===== config.mk =====
export PLATFORM = sky130hd
export DESIGN_NAME = caf_peak_sink
export DESIGN_NICKNAME = d
export VERILOG_FILES = /design/src/rtl/caf_peak_sink.sv
export SDC_FILE = /design/constraint.sdc
export NUM_CORES = 2
export LEC_CHECK = 0
export CAP_MARGIN = 5
export CORE_MARGIN = 2
export CORE_UTILIZATION = 51
export CTS_CLUSTER_DIAMETER = 120
export CTS_CLUSTER_SIZE = 40
export DETAILED_ROUTE_END_ITERATION = 10
export PLACE_DENSITY = 0.75
export SLEW_MARGIN = 20
export SYNTH_ARGS = -nofsm -noshare
export SYNTH_HDL_FRONTEND = slang
export SYNTH_SLANG_ARGS = --single-unit

===== constraint.sdc =====
create_clock -name clk -period 11.23 [get_ports clk]
set_clock_uncertainty 0.1 [all_clocks]
set_input_delay 1.123 -clock clk [delete_from_list [all_inputs] [get_ports clk]]
set_output_delay 1.123 -clock clk [all_outputs]
set_load 0.01 [all_outputs]

===== src/rtl/caf_peak_sink.sv =====
// CAF peak sink: |z|^2 = i^2 + q^2 over num_results bins, tracks the max and its index, one report per window.
// Optional CAF_PEAK_THRESHOLD_EN adds a threshold input and a peak_detected flag carried with the report.
module caf_peak_sink #(
  parameter int i_bits      = 24,
  parameter int q_bits      = 24,
  parameter int num_results = 16,
  parameter int index_bits  = 4,
  parameter int mag_bits    = 2*i_bits+1
) (
  input  logic                         clk,
  input  logic                         rst,
  input  logic                         s_axis_product_tvalid,
  input  logic signed [i_bits-1:0]     i,
  input  logic signed [q_bits-1:0]     q,
  output logic                         m_axis_product_tready,
  input  logic                         m_axis_peak_tready,
  output logic                         s_axis_peak_tvalid,
  output logic [mag_bits-1:0]          peak_mag,
  output logic [index_bits-1:0]        peak_index
`ifdef CAF_PEAK_THRESHOLD_EN
  ,
  input  logic [mag_bits-1:0]          threshold,
  output logic                         peak_detected
`endif
);

  typedef enum logic [1:0] {SEARCH, DRAIN, REPORT} state_t;

  state_t                  state_q, state_d;
  logic [index_bits-1:0]   cnt_q, cnt_d;
  logic                    tready_q, tready_d;
  logic                    xfer, last_acc, load, clr;

  // S1/S2 datapath; vld_pipe_q[0] = S1 valid, [1] = S2 valid.
  logic [1:0]              vld_pipe_q;
  logic [2:0]              last_pipe_q;
  logic [2*i_bits-1:0]     sq_i_q, sq_q_q;
  logic [index_bits-1:0]   idx1_q, idx2_q;
  logic [mag_bits-1:0]     mag2_q;

  logic [mag_bits-1:0]     max_q, max_d;
  logic [index_bits-1:0]   max_idx_q, max_idx_d;

  logic                    tvalid_q;
  logic [mag_bits-1:0]     peak_mag_q;
  logic [index_bits-1:0]   peak_idx_q;

  logic signed [2*i_bits-1:0] ie, qe;
  assign ie = {{i_bits{i[i_bits-1]}}, i};
  assign qe = {{(2*i_bits-q_bits){q[q_bits-1]}}, q};

  assign xfer     = s_axis_product_tvalid & tready_q;
  assign last_acc = (cnt_q == index_bits'(num_results-1));

  always_comb begin
    state_d = state_q;
    cnt_d   = cnt_q;
    load    = 1'b0;
    clr     = 1'b0;
    case (state_q)
      SEARCH: if (xfer) begin
        cnt_d = cnt_q + index_bits'(1);
        if (last_acc) state_d = DRAIN;
      end
      DRAIN: if (last_pipe_q[2]) begin
        load    = 1'b1;
        state_d = REPORT;
      end
      REPORT: if (m_axis_peak_tready) begin
        clr     = 1'b1;
        cnt_d   = '0;
        state_d = SEARCH;
      end
      default: state_d = SEARCH;
    endcase
    tready_d = (state_d == SEARCH);
  end

  // Index 0 always loads so a window of all-zero magnitudes still reports bin 0.
  always_comb begin
    max_d     = max_q;
    max_idx_d = max_idx_q;
    if (clr) begin
      max_d     = '0;
      max_idx_d = '0;
    end else if (vld_pipe_q[1] && (idx2_q == '0 || mag2_q > max_q)) begin
      max_d     = mag2_q;
      max_idx_d = idx2_q;
    end
  end

  always_ff @(posedge clk) begin
    if (rst) begin
      state_q     <= SEARCH;
      cnt_q       <= '0;
      tready_q    <= 1'b0;
      vld_pipe_q  <= '0;
      last_pipe_q <= '0;
      sq_i_q      <= '0;
      sq_q_q      <= '0;
      idx1_q      <= '0;
      idx2_q      <= '0;
      mag2_q      <= '0;
      max_q       <= '0;
      max_idx_q   <= '0;
      tvalid_q    <= 1'b0;
      peak_mag_q  <= '0;
      peak_idx_q  <= '0;
    end else begin
      state_q     <= state_d;
      cnt_q       <= cnt_d;
      tready_q    <= tready_d;
      vld_pipe_q  <= {vld_pipe_q[0], xfer};
      last_pipe_q <= {last_pipe_q[1:0], xfer & last_acc};
      if (xfer) begin
        sq_i_q <= ie * ie;
        sq_q_q <= qe * qe;
        idx1_q <= cnt_q;
      end
      if (vld_pipe_q[0]) begin
        mag2_q <= {1'b0, sq_i_q} + {1'b0, sq_q_q};
        idx2_q <= idx1_q;
      end
      max_q     <= max_d;
      max_idx_q <= max_idx_d;
      if (load) begin
        tvalid_q   <= 1'b1;
        peak_mag_q <= max_q;
        peak_idx_q <= max_idx_q;
      end else if (clr) begin
        tvalid_q   <= 1'b0;
      end
    end
  end

`ifdef CAF_PEAK_THRESHOLD_EN
  logic det_q;
  always_ff @(posedge clk) begin
    if (rst)       det_q <= 1'b0;
    else if (load) det_q <= (max_q > threshold);
  end
  assign peak_detected = det_q;
`endif

  assign m_axis_product_tready = tready_q;
  assign s_axis_peak_tvalid    = tvalid_q;
  assign peak_mag              = peak_mag_q;
  assign peak_index            = peak_idx_q;

endmodule

==> flow_metrics.tcl <==
set metrics [dict create \
    yosys_most_used_dff "dfxtp_1" \
    io_pins 107 \
    drc 0 \
    synth_compound_area_share_pct 7.81 \
    synth_top_area_share_pct 43.8 \
    io_buffers 106 \
    max-cap-violations 0 \
    yosys_warnings 0 \
    fin_crit_sh_pct 83.3 \
    synth_seq_cells 270 \
    die_area_um2 102000 \
    cp-end-kind "flip-flop" \
    drt-total-wl_um 118000 \
    outcome "finished, final reports clean" \
    hp-start "last_pipe_q[0]$_SDFF_PP0_" \
    synthTopCellsByArea "fa_1 (44%), dfxtp_1 (11%), inv_1 (10%), ha_1 (9.4%), nand2_1 (5.0%)" \
    cts_made_buffers 10 \
    grt_pass1_vias 39900 \
    worstPathArrival_ns 9.65 \
    setup_violations 0 \
    drt_iter0_drc 2341 \
    rr_startpoint "max_q[48]$_SDFFE_PP0P_" \
    synthMuxAreaShare_pct 1.92 \
    synth_nets 7137 \
    critical_path.max_stage_delay_ns 1.24 \
    vias 36700 \
    yosysTopAreaCell "fa_1" \
    critical-path-top-delay-family "adder cells" \
    htree_levels 1 \
    cts_resized 0 \
    synth_cell_types 67 \
    synth_edf_count 0 \
    synth_top_family_by_area "adder cells" \
    cp_max_fo 23 \
    synthXorXnorAreaFrac_pct 2.56 \
    die_w_um 320 \
    grt_first_pass_wirelength_um 199000 \
    cts_setup_buffers 0 \
    path_class "input port to flip-flop" \
    ant_nets 0 \
    avgSynthCellArea_um2 9.11 \
    post-route-min-period_ns 9.35 \
    place_congestion 0.919 \
    start_kind "input port" \
    place_ws_ns 1.36 \
    final_layout_size_suffix_gt1_share_pct 1.80 \
    rsz0062_at_grt "no" \
    clockRootBuffer "clkbuf_16" \
    synthesis.area_um2 50900 \
    cts.path.max_buffers 3 \
    cp_data_required_time_ns 11.53 \
    cts_tree "yes" \
    hp-class "flip-flop to flip-flop" \
    synthAdderAreaFrac_pct 53.3 \
    avgViaCountPerCell 5.36 \
    critPathBufInv 9 \
    area_growth_pct 5.26 \
    core_area_um2 98700 \
    slowest_stage "clkdlybuf4s50_1" \
    drt-pass1-iter-count 5 \
    synth_most_common_cell "inv_1" \
    critPathLaunch "q[1]" \
    clock-sinks 270 \
    clock_latency_ns 0.51 \
    setup_ws_ns 1.88 \
    grt_antenna_before_repair 0 \
    synthArstFlopShare_pct 0 \
    synth-simple-area-share_pct 12.0 \
    hold_buffers 0 \
    yosys-top-cells-count "inv_1 (1388), fa_1 (1114), nand2_1 (678)" \
    tightest_slew_ns 1.17 \
    path_clk_slew_ns 0.15 \
    synthesis.instances 5587 \
    dpl.hpwl_um 99000 \
    tns_ns 0 \
    slew_headroom_pct 22.0 \
    finalHoldViolations 0 \
    wl_per_cell_um 17.3 \
    max_freq_mhz 107 \
    rows 115 \
    gr-total-overflow 0 \
    start_util_pct 51.6 \
    layout.nets 7106 \
    dieHeight_um 320 \
    grt_max_degree 93 \
    final_max_slew_viol_count 0 \
    grt_usage_pct 24.2 \
    ys_seq_area_share_pct 10.6 \
]
## kinds of logic after synthesis
logic type,Yosys count
mux,97
compound gates,638
buf+inv,1597
simple gates,1338
fa+ha+maj,1498
xor+xnor,149
flops,270
## registers in the layout, summed over array words and instances (netlist names)
name and count:
idx1_q 4, max_q 49, vld_pipe_q 2, last_pipe_q 3
idx2_q 4, mag2_q 49, max_idx_q 4, sq_q_q 47
state_q 2, sq_i_q 47, m_axis_product_tready 1, s_axis_peak_tvalid 1
peak_index 4, cnt_q 4, peak_mag 49
## layout by cell type, fill, tap and decap left out, drive strengths merged, types with 91 or more instances in the layout
cell / Yosys / final
a21oi: 263 / 263
mux2i: 93 / 93
nand2: 678 / 678
ha: 384 / 384
and2: 205 / 205
a21o: 115 / 115
nor2: 206 / 206
inv: 1389 / 1389
dfxtp: 270 / 270
xnor2: 103 / 103
o21ai: 91 / 91
clkdlybuf4s50: 0 / 104
fa: 1114 / 1114
## final timing paths
check                              endpoint  slack [ns]  cells after the start
setup reg to reg     max_q[23]$_SDFFE_PP0P_        7.01                     13
hold / removal    last_pipe_q[1]$_SDFF_PP0_        0.36                      1
setup / recovery    sq_q_q[47]$_SDFFE_PP0P_        1.88                     28
hold reg to reg   last_pipe_q[1]$_SDFF_PP0_        0.36                      1
## area by class of cell
cell class / instances / area (um2)
Fill cell: 8783 / 45100
Multi-Input combinational cell: 3720 / 39500
Sequential cell: 270 / 5410
Inverter: 1389 / 5210
Tap cell: 1287 / 1610
Timing Repair Buffer: 165 / 1500
Clock buffer: 11 / 275
Clock inverter: 2 / 38.8
Antenna cell: 1 / 2.50
## stage by stage
step,cell area (um2),util (%),hold slack (ns),std cells
floorplan,50900,-,0.314,5587
global placement,53300,54.0,0.326,6831
detailed placement,53300,54.0,0.330,6831
CTS,53600,54.3,0.359,6844
global route,53600,54.3,0.375,6844
finish,53600,54.3,0.357,6845
## routing by layer
layer | GRT usage [%] | share of wire, % | wire length, um | vias to the layer above
li1 | - | - | - | 16700
met1 | 31.1 | 41 | 48400 | 18800
met2 | 43.2 | 51 | 60500 | 940
met3 | 2.11 | 4.5 | 5280 | 256
met4 | 7.55 | 3.6 | 4230 | 0
met5 | 0 | 0 | 0 | -
Power is not shown: default switching activity piles up to over one toggle a cycle in this logic, so the estimate is an artifact.
